<file path="src/rtl/dma_req_agent_if.sv">
// dma_req_if: peripheral write, count load and DMA handshake signals of dma_req_agent
interface dma_req_if;
  logic       wr_en;
  logic [1:0] wr_ch;
  logic [7:0] wr_data;
  logic [3:0] full;
  logic       tc_load;
  logic [1:0] tc_ch;
  logic [7:0] tc_value;
  logic [3:0] DREQ;
  logic [3:0] DACK;
  logic [7:0] IOData;
  logic       io_valid;
  logic [3:0] TC;
  logic       ack_err;
  modport slave (
    input  wr_en, wr_ch, wr_data, tc_load, tc_ch, tc_value, DACK,
    output full, DREQ, IOData, io_valid, TC, ack_err
  );
  modport master (
    output wr_en, wr_ch, wr_data, tc_load, tc_ch, tc_value, DACK,
    input  full, DREQ, IOData, io_valid, TC, ack_err
  );
endinterface

</file>
<file path="src/rtl/dma_req_agent.sv">
// dma_req_agent: four-channel DMA request agent with per-channel byte FIFOs; DMA_DEMAND_MODE_EN selects demand mode
module dma_req_agent #(
  parameter int FIFO_DEPTH = 4
) (
  input logic clk,
  input logic rst,
  dma_req_if.slave bus
);
  localparam int AW = $clog2(FIFO_DEPTH);
  localparam logic [AW:0] DEPTH = (AW+1)'(FIFO_DEPTH);
`ifdef DMA_DEMAND_MODE_EN
  typedef enum logic [2:0] {IDLE, ARMED, REQ, DONE} st_t;
  localparam st_t AFTER_POP = REQ;
`else
  typedef enum logic [2:0] {IDLE, ARMED, REQ, HOLDOFF, DONE} st_t;
  localparam st_t AFTER_POP = HOLDOFF;
`endif
  st_t state_q [4];
  st_t state_d [4];
  logic [7:0] mem [4][FIFO_DEPTH];
  logic [AW-1:0] rd_q [4];
  logic [AW-1:0] wr_q [4];
  logic [AW:0] occ_q [4];
  logic [AW:0] occ_d [4];
  logic [8:0] cnt_q [4];
  logic [8:0] cnt_d [4];
  logic [3:0] tc_q, tc_d, push, pop, full_v, dreq_v;
  logic [7:0] head;
  logic one_hot, err;
  assign bus.full = full_v;
  assign bus.DREQ = dreq_v;
  assign bus.TC = tc_q;
  // ack legality, FIFO push/pop and next channel state; a count load overrides everything else
  always_comb begin
    one_hot = bus.DACK != 4'd0 && (bus.DACK & (bus.DACK - 4'd1)) == 4'd0;
    tc_d = tc_q;
    head = '0;
    for (int n = 0; n < 4; n++) begin
      full_v[n] = occ_q[n] == DEPTH;
      dreq_v[n] = state_q[n] == REQ;
      pop[n] = one_hot && bus.DACK[n] && dreq_v[n];
      push[n] = bus.wr_en && bus.wr_ch == 2'(n) && (!full_v[n] || pop[n]);
      occ_d[n] = occ_q[n] + {{AW{1'b0}}, push[n]} - {{AW{1'b0}}, pop[n]};
      cnt_d[n] = cnt_q[n];
      state_d[n] = state_q[n];
      if (pop[n]) head = mem[n][rd_q[n]];
      if (state_q[n] == ARMED && occ_q[n] != '0) state_d[n] = REQ;
`ifndef DMA_DEMAND_MODE_EN
      if (state_q[n] == HOLDOFF) state_d[n] = occ_q[n] != '0 ? REQ : ARMED;
`endif
      if (pop[n]) begin
        cnt_d[n] = cnt_q[n] - 9'd1;
        state_d[n] = cnt_d[n] == 9'd0 ? DONE : occ_d[n] == '0 ? ARMED : AFTER_POP;
        tc_d[n] = tc_q[n] | (cnt_d[n] == 9'd0);
      end
      if (bus.tc_load && bus.tc_ch == 2'(n)) begin
        cnt_d[n] = {bus.tc_value == 8'd0, bus.tc_value};
        state_d[n] = ARMED;
        tc_d[n] = 1'b0;
      end
    end
    err = bus.DACK != 4'd0 && pop == 4'd0;
  end
  // channel state, pointers, counts and registered data-path outputs
  always_ff @(posedge clk) begin
    if (rst) begin
      for (int n = 0; n < 4; n++) begin
        state_q[n] <= IDLE;
        occ_q[n] <= '0;
        rd_q[n] <= '0;
        wr_q[n] <= '0;
        cnt_q[n] <= '0;
      end
      tc_q <= '0;
      bus.IOData <= '0;
      bus.io_valid <= 1'b0;
      bus.ack_err <= 1'b0;
    end else begin
      for (int n = 0; n < 4; n++) begin
        state_q[n] <= state_d[n];
        occ_q[n] <= occ_d[n];
        rd_q[n] <= rd_q[n] + AW'(pop[n]);
        wr_q[n] <= wr_q[n] + AW'(push[n]);
        cnt_q[n] <= cnt_d[n];
      end
      tc_q <= tc_d;
      bus.IOData <= head;
      bus.io_valid <= |pop;
      bus.ack_err <= err;
    end
  end
  // FIFO storage needs no reset; occupancy guards every read
  always_ff @(posedge clk) begin
    for (int n = 0; n < 4; n++) if (push[n]) mem[n][wr_q[n]] <= bus.wr_data;
  end
endmodule
</file>
<file path="src/flat_wrapper.sv">
// flat-port wrapper written by rule: the top's interface ports become plain ports
module dma_req_agent_flat 
#(
  parameter int FIFO_DEPTH = 4
)
  (clk, rst, bus_wr_en, bus_wr_ch, bus_wr_data, bus_tc_load, bus_tc_ch, bus_tc_value, bus_DACK, bus_full, bus_DREQ, bus_IOData, bus_io_valid, bus_TC, bus_ack_err);
  dma_req_if bus_i ();
  input logic clk;
  input logic rst;
  input wire logic [$bits(bus_i.wr_en)-1:0] bus_wr_en;
  input wire logic [$bits(bus_i.wr_ch)-1:0] bus_wr_ch;
  input wire logic [$bits(bus_i.wr_data)-1:0] bus_wr_data;
  input wire logic [$bits(bus_i.tc_load)-1:0] bus_tc_load;
  input wire logic [$bits(bus_i.tc_ch)-1:0] bus_tc_ch;
  input wire logic [$bits(bus_i.tc_value)-1:0] bus_tc_value;
  input wire logic [$bits(bus_i.DACK)-1:0] bus_DACK;
  output wire logic [$bits(bus_i.full)-1:0] bus_full;
  output wire logic [$bits(bus_i.DREQ)-1:0] bus_DREQ;
  output wire logic [$bits(bus_i.IOData)-1:0] bus_IOData;
  output wire logic [$bits(bus_i.io_valid)-1:0] bus_io_valid;
  output wire logic [$bits(bus_i.TC)-1:0] bus_TC;
  output wire logic [$bits(bus_i.ack_err)-1:0] bus_ack_err;
  assign bus_i.wr_en = bus_wr_en;
  assign bus_i.wr_ch = bus_wr_ch;
  assign bus_i.wr_data = bus_wr_data;
  assign bus_i.tc_load = bus_tc_load;
  assign bus_i.tc_ch = bus_tc_ch;
  assign bus_i.tc_value = bus_tc_value;
  assign bus_i.DACK = bus_DACK;
  assign bus_full = bus_i.full;
  assign bus_DREQ = bus_i.DREQ;
  assign bus_IOData = bus_i.IOData;
  assign bus_io_valid = bus_i.io_valid;
  assign bus_TC = bus_i.TC;
  assign bus_ack_err = bus_i.ack_err;
  dma_req_agent #(.FIFO_DEPTH(FIFO_DEPTH)) u_core (.clk(clk), .rst(rst), .bus(bus_i));
endmodule
</file>
<file path="config.mk">
export PLATFORM = sky130hd
export DESIGN_NAME = dma_req_agent_flat
export DESIGN_NICKNAME = d
export VERILOG_FILES = /design/src/rtl/dma_req_agent_if.sv /design/src/rtl/dma_req_agent.sv /design/src/flat_wrapper.sv
export SDC_FILE = /design/constraint.sdc
export NUM_CORES = 1
export LEC_CHECK = 0
export ABC_AREA = 0
export ABC_CLOCK_PERIOD_IN_PS = 3700
export BUFFER_PORTS_ARGS = -buffer_cell sky130_fd_sc_hd__buf_4
export CAP_MARGIN = 10
export CORE_MARGIN = 8
export CORE_UTILIZATION = 30
export DETAILED_ROUTE_END_ITERATION = 16
export HOLD_SLACK_MARGIN = 0.02
export PLACE_DENSITY = 0.42
export RECOVER_POWER = 25
export SETUP_SLACK_MARGIN = 0.2
export SLEW_MARGIN = 40
export SYNTH_ARGS = -nofsm -noshare
export SYNTH_HDL_FRONTEND = slang
export SYNTH_SLANG_ARGS = --single-unit
</file>
<file path="constraint.sdc">
create_clock -name clk -period 3.7 [get_ports clk]
set_input_delay 0.37 -clock clk [delete_from_list [all_inputs] [get_ports clk]]
set_output_delay 0.37 -clock clk [all_outputs]
set_load 0.005 [all_outputs]
</file>
# After elaboration in Yosys (flattened, before gate mapping)

Memory sizes are Yosys's and may differ from the RTL's.
Cells that the tools add are included.

Bits of input ports: 28
Bits in writable memories: 204
Memories: 6
Register bits after elaboration: 14

Mux-type cells: 100
Reduce and logical (&&, ||, !) cells: 64
Bitwise logic cells: 33
Equal/unequal tests: 22
$lt $le $gt $ge: 12
Add/sub/neg operators: 21

Memory list:

| name           | words | width | read ports | clocked after Yosys merged registers in | write ports | RTL line            | source |
|---|---|---|---|---|---|---|---|
| u_core.mem     | 4     | 32    | 4          | 0                                       | 1           | dma_req_agent.sv:20 | `logic [7:0] mem [4][FIFO_DEPTH];` |
| u_core.cnt_q   | 4     | 9     | 4          | 0                                       | 4           | dma_req_agent.sv:25 | `logic [8:0] cnt_q [4];` |
| u_core.occ_q   | 4     | 3     | 4          | 0                                       | 4           | dma_req_agent.sv:23 | `logic [AW:0] occ_q [4];` |
| u_core.state_q | 4     | 3     | 4          | 0                                       | 4           | dma_req_agent.sv:18 | `st_t state_q [4];` |
| u_core.rd_q    | 4     | 2     | 4          | 0                                       | 4           | dma_req_agent.sv:21 | `logic [AW-1:0] rd_q [4];` |
| u_core.wr_q    | 4     | 2     | 4          | 0                                       | 4           | dma_req_agent.sv:22 | `logic [AW-1:0] wr_q [4];` |

Operators by type and width:

| kind                | number |
|---|---|
| $mux 32             | 10 |
| $mux 8              | 16 |
| $mux 9              | 12 |
| $reduce_or 32->1    | 3 |
| $mux 3              | 28 |
| $bmux 8 s2          | 4 |
| $demux 8 s2         | 4 |
| $mux 2              | 19 |
| $logic_not 9->1     | 4 |
| $sub 9x1->9 const B | 4 |
| $logic_and 1x1->1   | 30 |
| $eq 3x2->1 const B  | 8 |
| $ge 3x3->1 const B  | 8 |
| $not 2->3           | 8 |
| $or 1x1->1          | 24 |
| $add 2x1->2         | 8 |
| $add 3x1->3         | 4 |
| $eq 3x1->1 const B  | 4 |
| $eq 3x3->1 const B  | 4 |
| $logic_not 3->1     | 4 |
| $lt 3x1->1 const B  | 4 |
| $reduce_bool 3->1   | 4 |
| $sub 3x1->3         | 4 |
| $eq 2x2->1 const B  | 4 |
| other kinds (12)    | 30 |

# Longest topological paths before layout

Gate-level depths: netlist of the first run.

Word-level depth: 16
Mapped depth: 15

# Worst setup path before layout of the first run

Ideal clock, no wire load.

Path kind: input -> register
From: input bus_DACK[0]
To: memory u_core.state_q[2][1] in the netlist's numbering
Buffers on the path: 2
Data arrival time: 3194 ps
Library setup time: 86 ps
Required time: 3614 ps
Path slack: 420 ps
Cell stages on the path: 12
Cells stage by stage: or4b_4 or3_4 clkinv_2 buf_6 buf_4 o21ai_1 fa_1 xnor2_1 xnor2_1 nor4b_1 or4_1 a211oi_1

RTL lines:

| item               | RTL line            | source |
|---|---|---|
| start: declaration | flat_wrapper.sv:16  | `input wire logic [$bits(bus_i.DACK)-1:0] bus_DACK;` |
| end: declaration   | dma_req_agent.sv:18 |  |

==> flow_summary.json, run 1 <==
{
  "run_status": "finished clean",
  "worstHoldPathType": "primary input to register",
  "place_area_um2": 10500,
  "detailed_routing_iterations_pass_1": 6,
  "cap_viol_max_count": 0,
  "postSynth.topFlopCell": "sky130_fd_sc_hd__edfxtp_1",
  "worst_setup_path_start_kind": "register",
  "cts_tree": "done",
  "antenna_cells": 0,
  "synth.net_count": 804,
  "gr-total-overflow": 0,
  "place_hpwl_um": 16400,
  "areaGrowthSynthToFinish_pct": 17.8,
  "worst-path-buf-inv": 0,
  "synth.ff_latch_count": 218,
  "grt_start_max_net_pins": 41,
  "fin_ws_ps": 767,
  "cts.clk_slew.worst_paths_ps": 50,
  "antenna_found_initial": 0,
  "startpoint_of_the_lowest_slack_register_to_register_path": "u_core.state_q[2][2]$_SDFFE_PP0P_",
  "synth-seq-area-share_pct": 58.8,
  "layout_cell_share_with_drive_strength_beyond_1_pct": 17.9,
  "leakage_nw": 3.91,
  "critical_path.most_common_cell": "sky130_fd_sc_hd__xnor2_1",
  "cp_top_family": "simple AND/OR/NAND/NOR gates",
  "crit_path_top_delay_cell": "sky130_fd_sc_hd__or4_1",
  "relSlewSlack_pct": 48.0,
  "reg2reg_setup_slack_ps": 770,
  "min_period_over_period_pct": 79.3,
  "cp_slowest_stage_delay_ps": 470,
  "post-route-drc-count": 0,
  "placement.setup.worst_slack_ps": 278,
  "detailroute.via_count": 6184,
  "effective_utilization_at_floorplan_pct": 30.4,
  "cts_repair_resize_count": 0,
  "drt-initial-drc-count": 254,
  "ff2ff_path_depth": 11,
  "boundaryPins": 50,
  "design.die.area_um2": 38000,
  "setup_total_negative_slack_ps": 0,
  "max-vdd-ir-drop_mv": 0.332,
  "power_per_cell_area_nw_per_um2": 485,
  "avgSynthCellArea_um2": 12.8,
  "timing.critical_path.to_type": "register",
  "postRouteWirelength_um": 23500,
  "ctsHtreeMaxLevel": 1,
  "cts-buffers-inserted": 26,
  "number_of_setup_violations_in_the_final_report": 0,
  "layout_net_count": 869,
  "holdPathEnd": "u_core.cnt_q[2][1]$_SDFFE_PP0P_",
  "final_weighted_congestion_in_routability_driven_placement": 0.783,
  "post-route-min-period_ps": 2930,
  "fillCellCount": 3110,
  "total_power_w": 0.00548,
  "cts_hold_buf": 0,
  "drv_slew": 0,
  "stdcell_area_um2": 11300,
  "tightest_slew_ps": 780,
  "cp_cell_sequence": "nand2b_1 -> or3_4 -> nand3_1 -> nand2_1 -> ha_1 -> fa_1 -> xnor2_1 -> xnor2_1 -> nor4b_1 -> or4_1 -> a211oi_1",
  "asyncSetResetFlopFracSynth_pct": 0,
  "rsz_0062_raised_after_global_routing": "no",
  "timing.hold.worst.start": "bus_tc_value[1]",
  "die_w_um": 195,
  "syn_inst": 751,
  "fmax_mhz": 341,
  "clkSinkCount": 218,
  "routed_via_density": 5.00,
  "mappedNetlistArea_um2": 9590,
  "groute.usage.overall_pct": 12.1,
  "data_arrival_time_at_the_worst_slack_endpoint_ps": 3380,
  "core_area_um2": 31600,
  "required_ps": 4150,
  "yosysWarnings": 0,
  "worst_hold_slack_ps": 148,
  "r2r_end": "u_core.state_q[2][1]$_SDFFE_PP0P_",
  "path_max_fanout": 5,
  "synth_cell_types": 65,
  "antenna_violating_nets_post_route": 0,
  "first_global_vias": 6339,
  "clock_latency_ps": 540,
  "place.port_buffers": 49,
  "timing.setup.critical_path_class": "register to register",
  "ctsRootBufferMaster": "sky130_fd_sc_hd__clkbuf_16",
  "grt_first_pass_wirelength_um": 36500,
  "timing_hold_violations_final": 0,
  "hold_depth": 3,
  "synth_edf_count": 128,
  "route.detailed.wl_per_inst_um": 19.0,
  "post-cts-setup-buffers": 0,
  "die_h_um": 195,
  "cts-root-to-sink-buffers": 3,
  "placementRows": 65,
  "max_clock_skew_ps": 7.52
}
## worst max-delay path by stage
stage,slack [ps],cells past startpoint,from,to
6_report,770,11,u_core.state_q[2][2]$_SDFFE_PP0P_,u_core.state_q[2][1]$_SDFFE_PP0P_
2_1_floorplan,420,12,bus_DACK[0],u_core.state_q[2][1]$_SDFFE_PP0P_
4_1_cts,740,11,u_core.state_q[2][2]$_SDFFE_PP0P_,u_core.state_q[2][1]$_SDFFE_PP0P_
5_1_grt,550,14,u_core.state_q[0][1]$_SDFFE_PP0P_,u_core.state_q[0][1]$_SDFFE_PP0P_
3_5_place_dp,280,12,bus_DACK[0],u_core.state_q[2][1]$_SDFFE_PP0P_
3_3_place_gp,320,12,bus_DACK[0],u_core.state_q[2][1]$_SDFFE_PP0P_
## registers in the layout (all words and copies together) (netlist names)
register,count
u_core.bus.IOData,8
u_core.bus.TC,4
u_core.bus.ack_err,1
u_core.bus.io_valid,1
u_core.cnt_q,36
u_core.mem,128
u_core.occ_q,12
u_core.rd_q,8
u_core.state_q,12
u_core.wr_q,8
## where the power goes
group / switching [W] / leakage (nW) / total (W) / internal (W)
logic: 0.000199 / 1.61 / 0.000336 / 0.000138
clock network: 0.00101 / 0.412 / 0.00248 / 0.00146
registers: 0.0000470 / 1.89 / 0.00267 / 0.00262
## tightest hold or removal path, delay by kind of cell
family                 cells  cell delay [ps]
and+or+nand+nor            1               60
buffers and inverters      1              150
AOI/OAI and AO/OA          1               50
## routing by layer
| layer | share of wire [%] | global-route usage (%) |
|---|---|---|
| met5 | 0 | 0 |
| met4 | 2.2 | 2.89 |
| met3 | 4.1 | 2.21 |
| met2 | 48 | 20.6 |
| met1 | 46 | 15.9 |
## cell families (layout without fill, tap and decap cells)
group | after synthesis | in the layout | share of synthesized area (%)
buffers and inverters | 58 | 143 | 2.44
xor gates and xnor gates | 53 | 53 | 4.84
DFF | 218 | 218 | 58.8
muxes | 36 | 36 | 7.93
and+or+nand+nor | 250 | 250 | 13.9
adders and majority gates | 25 | 25 | 3.57
AOI/OAI and AO/OA | 111 | 111 | 8.45
## layout by cell type (no fill, tap or decap), types with 3 or more instances in the layout
cell / count
sky130_fd_sc_hd__nand2b_1: 4
sky130_fd_sc_hd__inv_1: 24
sky130_fd_sc_hd__nand4b_1: 4
sky130_fd_sc_hd__nor4_1: 8
sky130_fd_sc_hd__nor3_1: 19
sky130_fd_sc_hd__nor4b_1: 5
sky130_fd_sc_hd__and3_1: 6
sky130_fd_sc_hd__nand2_1: 34
sky130_fd_sc_hd__a22oi_1: 16
sky130_fd_sc_hd__clkinv_2: 10
sky130_fd_sc_hd__nand3_1: 18
sky130_fd_sc_hd__nor2_1: 85
sky130_fd_sc_hd__clkbuf_16: 26
sky130_fd_sc_hd__a21oi_1: 19
sky130_fd_sc_hd__a211oi_1: 31
sky130_fd_sc_hd__nor2b_1: 16
sky130_fd_sc_hd__mux4_2: 32
sky130_fd_sc_hd__nor3b_1: 16
sky130_fd_sc_hd__o211ai_1: 4
sky130_fd_sc_hd__o21a_1: 5
sky130_fd_sc_hd__xnor2_1: 23
sky130_fd_sc_hd__edfxtp_1: 128
sky130_fd_sc_hd__nand4_1: 5
sky130_fd_sc_hd__a211oi_2: 3
sky130_fd_sc_hd__buf_4: 61
sky130_fd_sc_hd__and3b_1: 4
sky130_fd_sc_hd__xor2_1: 30
sky130_fd_sc_hd__o21ai_1: 3
sky130_fd_sc_hd__or4_1: 4
sky130_fd_sc_hd__mux2i_1: 4
sky130_fd_sc_hd__fa_1: 4
sky130_fd_sc_hd__ha_1: 21
sky130_fd_sc_hd__nand3b_1: 4
sky130_fd_sc_hd__or3_1: 6
sky130_fd_sc_hd__dfxtp_1: 90
sky130_fd_sc_hd__a21o_1: 4
sky130_fd_sc_hd__o21ai_0: 8
sky130_fd_sc_hd__clkbuf_1: 16
## Yosys cell counts (8+ instances only)
master | count | area [um^2]
sky130_fd_sc_hd__a21oi_1 | 19 | 95.1
sky130_fd_sc_hd__edfxtp_1 | 128 | 3840
sky130_fd_sc_hd__xor2_1 | 30 | 263
sky130_fd_sc_hd__clkbuf_1 | 22 | 82.6
sky130_fd_sc_hd__nand2_1 | 34 | 128
sky130_fd_sc_hd__nor2b_1 | 16 | 100
sky130_fd_sc_hd__a211oi_1 | 31 | 233
sky130_fd_sc_hd__nor4_1 | 8 | 50.1
sky130_fd_sc_hd__inv_1 | 24 | 90.1
sky130_fd_sc_hd__nand3_1 | 18 | 90.1
sky130_fd_sc_hd__dfxtp_1 | 90 | 1800
sky130_fd_sc_hd__nor3_1 | 19 | 95.1
sky130_fd_sc_hd__nor3b_1 | 16 | 120
sky130_fd_sc_hd__a22oi_1 | 16 | 120
sky130_fd_sc_hd__mux4_2 | 32 | 721
sky130_fd_sc_hd__o21ai_0 | 8 | 40.0
sky130_fd_sc_hd__xnor2_1 | 23 | 201
sky130_fd_sc_hd__nor2_1 | 85 | 319
sky130_fd_sc_hd__ha_1 | 21 | 263
## stage by stage
stage               std cells  utilization, %
finish                   1238            35.8
global route             1238            35.8
global placement         1189            33.2
detailed placement       1190            33.3
CTS                      1238            35.9
floorplan                 751               -
## cell type report
| class | count | area, um^2 | share of cell area (%) |
|---|---|---|---|
| Multi-Input combinational cell | 475 | 3710 | 32.9 |
| Inverter | 25 | 95.1 | 0.841 |
| Clock inverter | 13 | 143 | 1.26 |
| Tap cell | 402 | 503 | 4.45 |
| Sequential cell | 218 | 5650 | 50.0 |
| Timing Repair Buffer | 70 | 508 | 4.49 |
| Clock buffer | 35 | 694 | 6.14 |
No activity file was read; power rests on OpenSTA's default activity.
==> run 2: changes to the inputs <==
--- a/config.mk
+++ b/config.mk
@@ -6,7 +6,7 @@
 export NUM_CORES = 1
 export LEC_CHECK = 0
 export ABC_AREA = 0
-export ABC_CLOCK_PERIOD_IN_PS = 3700
+export ABC_CLOCK_PERIOD_IN_PS = 2800
 export BUFFER_PORTS_ARGS = -buffer_cell sky130_fd_sc_hd__buf_4
 export CAP_MARGIN = 10
 export CORE_MARGIN = 8
==> constraint.sdc (replaced) <==
create_clock -name clk -period 2.8 [get_ports clk]
set_input_delay 0.28 -clock clk [delete_from_list [all_inputs] [get_ports clk]]
set_output_delay 0.28 -clock clk [all_outputs]
set_load 0.005 [all_outputs]
==> run 2 against run 1 <==
Against the previous run: via count rose by 1.2%; worst hold slack got worse by 98 ps; global-route usage rose by 0.50 points; highest routed layer unchanged; clock skew rose by 6.2 ps; critical path type is now primary input to register; largest cell class unchanged; sequential power rose by 32%; routed wire length rose by 5.1%; setup slack got worse by 580 ps; critical path depth rose by 1.
==> flow_summary.json, run 2 (synthesis results as in run 1) <==
{
  "relSlewSlack_pct": 46.4,
  "cts_hold_buf": 0,
  "min_period_over_period_pct": 93.2,
  "die_h_um": 195,
  "clkSinkCount": 218,
  "number_of_setup_violations_in_the_final_report": 0,
  "crit_path_top_delay_cell": "sky130_fd_sc_hd__or4b_4",
  "postRouteWirelength_um": 24700,
  "max-vdd-ir-drop_mv": 0.432,
  "largest_reg_flops": 128,
  "leakage_nw": 4.10,
  "power_per_cell_area_nw_per_um2": 622,
  "ctsRootBufferMaster": "sky130_fd_sc_hd__clkbuf_16",
  "fmax_mhz": 383,
  "drv_slew": 0,
  "run_status": "finished clean",
  "effective_utilization_at_floorplan_pct": 30.4,
  "worstHoldPathType": "primary input to register",
  "rsz_0062_raised_after_global_routing": "yes",
  "first_global_vias": 6429,
  "clock_latency_ps": 530,
  "groute.usage.overall_pct": 12.6,
  "sequential_cell_area_um2": 5660,
  "ctsHtreeMaxLevel": 1,
  "place_area_um2": 10800,
  "total_power_w": 0.00728,
  "detailroute.via_count": 6259,
  "post-route-drc-count": 0,
  "ff2ff_path_depth": 11,
  "fillCellCount": 3050,
  "placementRows": 65,
  "routed_via_density": 4.92,
  "data_arrival_time_at_the_worst_slack_endpoint_ps": 3050,
  "cts-buffers-inserted": 25,
  "timing_hold_violations_final": 0,
  "design.die.area_um2": 38000,
  "final_common_cell": "sky130_fd_sc_hd__edfxtp_1",
  "holdPathEnd": "u_core.cnt_q[0][1]$_SDFFE_PP0P_",
  "hold_depth": 3,
  "gr-total-overflow": 0,
  "cts-root-to-sink-buffers": 3,
  "final_weighted_congestion_in_routability_driven_placement": 0.778,
  "startpoint_of_the_lowest_slack_register_to_register_path": "u_core.state_q[2][2]$_SDFFE_PP0P_",
  "timing.setup.critical_path_class": "primary input to register",
  "antenna_found_initial": 0,
  "placement.setup.worst_slack_ps": -344,
  "areaGrowthSynthToFinish_pct": 22.1,
  "place.port_buffers": 49,
  "stdcell_area_um2": 11700,
  "tightest_slew_ps": 804,
  "cts_tree": "done",
  "place_hpwl_um": 16800,
  "layout_cell_share_with_drive_strength_beyond_1_pct": 23.9,
  "core_area_um2": 31600,
  "cts.clk_slew.worst_paths_ps": 60,
  "antenna_violating_nets_post_route": 0,
  "fin_ws_ps": 191,
  "grt_start_max_net_pins": 48,
  "timing.critical_path.to_type": "register",
  "cp_slowest_stage_delay_ps": 530,
  "post-route-min-period_ps": 2610,
  "max_clock_skew_ps": 13.7,
  "reg2reg_setup_slack_ps": 200,
  "most-common-layout-cells": "128 x sky130_fd_sc_hd__edfxtp_1, 95 x sky130_fd_sc_hd__buf_4, 85 x sky130_fd_sc_hd__nor2_1, 85 x sky130_fd_sc_hd__dfxtp_1, 33 x sky130_fd_sc_hd__nand2_1",
  "layout_net_count": 905,
  "worst_setup_path_start_kind": "primary input",
  "detailed_routing_iterations_pass_1": 4,
  "r2r_end": "u_core.state_q[2][1]$_SDFFE_PP0P_",
  "drt-initial-drc-count": 434,
  "grt_first_pass_wirelength_um": 37800,
  "boundaryPins": 50,
  "required_ps": 3240,
  "path_max_fanout": 2,
  "antenna_cells": 0,
  "cp_cell_sequence": "buf_4 -> or4b_4 -> or3_4 -> nand3_2 -> nand2_1 -> ha_2 -> fa_2 -> xnor2_2 -> xnor2_1 -> nor4b_1 -> or4_1 -> a211oi_1",
  "route.detailed.wl_per_inst_um": 19.4,
  "timing.hold.worst.start": "bus_tc_value[1]",
  "die_w_um": 195,
  "cap_viol_max_count": 0,
  "area_used_by_multi_input_combinational_logic_um2": 3800
}
run 2: cell types whose count changed in the layout (fill, tap and decap cells not counted), moves of 3 or more:
cell	previous run	this run
sky130_fd_sc_hd__buf_4	61	95
sky130_fd_sc_hd__clkbuf_1	16	11
sky130_fd_sc_hd__dfxtp_1	90	85
sky130_fd_sc_hd__buf_12	1	4
sky130_fd_sc_hd__clkinv_1	0	3
sky130_fd_sc_hd__clkinv_2	10	7
sky130_fd_sc_hd__dfxtp_2	0	3
run 2: where the power goes:
group	switching [W]	internal [W]	leakage (nW)
combinational	0.000278	0.000208	1.81
sequential	0.0000623	0.00346	1.89
clock	0.00135	0.00193	0.401
run 2: how the worst max path moves through the flow:
stage	start	slack [ps]	end
finish	bus_DACK[1]	190	u_core.state_q[2][1]$_SDFFE_PP0P_
global route	u_core.state_q[0][2]$_SDFFE_PP0P_	20	u_core.state_q[0][1]$_SDFFE_PP0P_
floorplan	bus_DACK[1]	-250	u_core.state_q[2][1]$_SDFFE_PP0P_
detailed placement	bus_DACK[1]	-340	u_core.state_q[2][1]$_SDFFE_PP0P_
global placement	bus_DACK[1]	-320	u_core.state_q[2][1]$_SDFFE_PP0P_
CTS	u_core.state_q[0][0]$_SDFFE_PP0P_	160	u_core.state_q[0][1]$_SDFFE_PP0P_
run 2: final cells by class:
| cell class | count | area share (%) |
|---|---|---|
| multi-input cells | 475 | 32.5 |
| flip-flops and latches | 218 | 48.3 |
| clock buffers | 29 | 5.47 |
| clock inverters | 17 | 1.54 |
| repair buffers | 107 | 7.09 |
| well taps | 402 | 4.29 |
| inverters | 25 | 0.844 |
run 2: timing repair:
action,CTS,global route
pin swaps,3,6
setup buffers,9,2
hold endpoints to repair,0,0
setup endpoints to repair,2,12
resized for setup,11,7
cloned,0,0
run 2: stage by stage:
step / util (%) / TNS [ps] / hold slack, ps / instances
after detailed placement: 34.1 / -561 / 449 / 1216
after CTS: 37.1 / 0 / 33.4 / 1271
after global placement: 34.1 / -383 / 446 / 1216
after global routing: 37.1 / 0 / 42.5 / 1273
after floorplan: - / -251 / 379 / 751
final: 37.1 / 0 / 50.0 / 1273
run 2: critical path: cells and delay by family:
kind,cells,cell delay (ps)
AOI/OAI and AO/OA,1,210
xor gates and xnor gates,2,290
adders and majority gates,2,550
and+or+nand+nor,6,1600
buffers and inverters,1,110
run 2: metal layers:
layer	GRT usage, %	share of wire [%]	up-vias
li1	-	-	3018
met5	0	0	-
met4	2.95	2.1	0
met2	21.8	48	132
met3	2.35	4.9	33
met1	16.2	45	3076
==> run 3: changes to the inputs <==
--- a/config.mk
+++ b/config.mk
@@ -6,7 +6,6 @@
 export NUM_CORES = 1
 export LEC_CHECK = 0
 export ABC_AREA = 0
-export ABC_CLOCK_PERIOD_IN_PS = 2800
 export BUFFER_PORTS_ARGS = -buffer_cell sky130_fd_sc_hd__buf_4
 export CAP_MARGIN = 10
 export CORE_MARGIN = 8
@@ -14,7 +13,6 @@
 export DETAILED_ROUTE_END_ITERATION = 16
 export HOLD_SLACK_MARGIN = 0.02
 export PLACE_DENSITY = 0.42
-export RECOVER_POWER = 25
 export SETUP_SLACK_MARGIN = 0.2
 export SLEW_MARGIN = 40
 export SYNTH_ARGS = -nofsm -noshare
==> run 3 against run 2 <==
Against the previous run: cell count unchanged; clock power hardly changed; sequential share of layout area decreased by 0.11 points; non-clock buffer count stayed put; power barely moved; worst hold slack got worse by 2.3 ps; register-to-register slack is essentially flat; critical endpoint unchanged; largest power group unchanged; highest routed layer unchanged.
==> flow_summary.json, run 3 (synthesis results as in run 1) <==
{
  "run_status": "finished clean",
  "fin_ws_ps": 191,
  "number_of_setup_violations_in_the_final_report": 0,
  "timing.critical_path.to_type": "register",
  "grt_start_max_net_pins": 48,
  "cts_hold_buf": 0,
  "timing.hold.worst.start": "bus_tc_value[1]",
  "leakage_nw": 4.13,
  "final_common_cell": "sky130_fd_sc_hd__edfxtp_1",
  "routed_via_density": 4.93,
  "place_area_um2": 10800,
  "worstHoldPathType": "primary input to register",
  "route.detailed.wl_per_inst_um": 19.4,
  "r2r_end": "u_core.state_q[2][1]$_SDFFE_PP0P_",
  "path_max_fanout": 2,
  "place_hpwl_um": 16800,
  "detailroute.via_count": 6274,
  "data_arrival_time_at_the_worst_slack_endpoint_ps": 3050,
  "effective_utilization_at_floorplan_pct": 30.4,
  "max-vdd-ir-drop_mv": 0.432,
  "cts_tree": "done",
  "cts-root-to-sink-buffers": 3,
  "most-common-layout-cells": "128 x sky130_fd_sc_hd__edfxtp_1, 102 x sky130_fd_sc_hd__buf_4, 85 x sky130_fd_sc_hd__nor2_1, 85 x sky130_fd_sc_hd__dfxtp_1, 33 x sky130_fd_sc_hd__nand2_1",
  "tightest_slew_ps": 704,
  "holdPathEnd": "u_core.cnt_q[0][1]$_SDFFE_PP0P_",
  "clkSinkCount": 218,
  "timing_hold_violations_final": 0,
  "core_area_um2": 31600,
  "startpoint_of_the_lowest_slack_register_to_register_path": "u_core.state_q[2][2]$_SDFFE_PP0P_",
  "ctsHtreeMaxLevel": 1,
  "first_global_vias": 6429,
  "layout_cell_share_with_drive_strength_beyond_1_pct": 24.7,
  "clock_latency_ps": 530,
  "final_weighted_congestion_in_routability_driven_placement": 0.778,
  "detailed_routing_iterations_pass_1": 4,
  "cp_cell_sequence": "buf_4 -> or4b_4 -> or3_4 -> nand3_2 -> nand2_1 -> ha_2 -> fa_2 -> xnor2_2 -> xnor2_1 -> nor4b_1 -> or4_1 -> a211oi_1",
  "die_w_um": 195,
  "placement.setup.worst_slack_ps": -344,
  "required_ps": 3240,
  "relSlewSlack_pct": 52.9,
  "layout_net_count": 905,
  "stdcell_area_um2": 11700,
  "fmax_mhz": 383,
  "timing.setup.critical_path_class": "primary input to register",
  "ff2ff_path_depth": 11,
  "placementRows": 65,
  "worst_setup_path_start_kind": "primary input",
  "design.die.area_um2": 38000,
  "areaGrowthSynthToFinish_pct": 22.4,
  "cp_slowest_stage_delay_ps": 530,
  "reg2reg_setup_slack_ps": 200,
  "place.port_buffers": 49,
  "power_per_cell_area_nw_per_um2": 621,
  "antenna_found_initial": 0,
  "post-route-drc-count": 0,
  "antenna_cells": 0,
  "ctsRootBufferMaster": "sky130_fd_sc_hd__clkbuf_16",
  "gr-total-overflow": 0,
  "min_period_over_period_pct": 93.2,
  "antenna_violating_nets_post_route": 0,
  "drv_slew": 0,
  "groute.usage.overall_pct": 12.6,
  "cap_viol_max_count": 0,
  "postRouteWirelength_um": 24700,
  "boundaryPins": 50,
  "grt_first_pass_wirelength_um": 37800,
  "hold_depth": 3,
  "post-route-min-period_ps": 2610,
  "max_clock_skew_ps": 13.1,
  "cts-buffers-inserted": 25,
  "crit_path_top_delay_cell": "sky130_fd_sc_hd__or4b_4",
  "cts.clk_slew.worst_paths_ps": 60,
  "largest_reg_flops": 128,
  "die_h_um": 195,
  "drt-initial-drc-count": 389,
  "rsz_0062_raised_after_global_routing": "yes"
}
[run 3: layout make-up]
class | count | area (um^2)
fillers | 3046 | 19800
flip-flops and latches | 218 | 5660
multi-input cells | 475 | 3800
repair buffers | 107 | 857
clock buffers | 29 | 641
well taps | 402 | 503
clock inverters | 17 | 180
inverters | 25 | 98.8
[run 3: timing repair]
action	in CTS	in global routing
setup buffers	9	2
setup endpoints to repair	2	12
pin swaps	3	6
gates resized for setup	11	7
hold endpoints to repair	0	0
cloned	0	0
[run 3: routing by layer]
metal,vias to the layer above,share of wire [%],wire [um],track usage [%]
met4,0,2.1,522,2.95
met2,137,48,11900,21.8
met5,-,0,0,0
li1,3014,-,-,-
met1,3090,45,11100,16.2
met3,33,4.7,1160,2.35
[run 3: how the worst max path moves through the flow]
| stage | to | slack (ps) | from | cells past startpoint |
|---|---|---|---|---|
| finish | u_core.state_q[2][1]$_SDFFE_PP0P_ | 190 | bus_DACK[1] | 12 |
| global route | u_core.state_q[0][1]$_SDFFE_PP0P_ | 20 | u_core.state_q[0][2]$_SDFFE_PP0P_ | 14 |
| CTS | u_core.state_q[0][1]$_SDFFE_PP0P_ | 160 | u_core.state_q[0][0]$_SDFFE_PP0P_ | 14 |
| detailed placement | u_core.state_q[2][1]$_SDFFE_PP0P_ | -340 | bus_DACK[1] | 12 |
| global placement | u_core.state_q[2][1]$_SDFFE_PP0P_ | -320 | bus_DACK[1] | 12 |
| floorplan | u_core.state_q[2][1]$_SDFFE_PP0P_ | -250 | bus_DACK[1] | 14 |
[run 3: metrics by stage]
step | hold WS [ps] | power [W] | std cells | util [%] | TNS (ps)
after floorplan | 379 | 0.00386 | 751 | - | -251
after global placement | 446 | 0.00406 | 1216 | 34.1 | -383
after detailed placement | 449 | 0.00407 | 1216 | 34.1 | -561
after CTS | 33.4 | 0.00740 | 1271 | 37.1 | 0
after global routing | 42.5 | 0.00758 | 1273 | 37.2 | 0
final | 47.7 | 0.00729 | 1273 | 37.2 | 0
[run 3: critical path, delay by kind of cell]
kind | cells | cell delay (ps)
and+or+nand+nor | 6 | 1600
adders and majority gates | 2 | 550
xor gates and xnor gates | 2 | 290
AOI/OAI and AO/OA | 1 | 210
buffers and inverters | 1 | 110
[run 3: power by group]
| part | internal [W] | leakage, nW | switching, W |
|---|---|---|---|
| clock | 0.00193 | 0.401 | 0.00135 |
| sequential | 0.00346 | 1.89 | 0.0000622 |
| combinational | 0.000213 | 1.84 | 0.000278 |
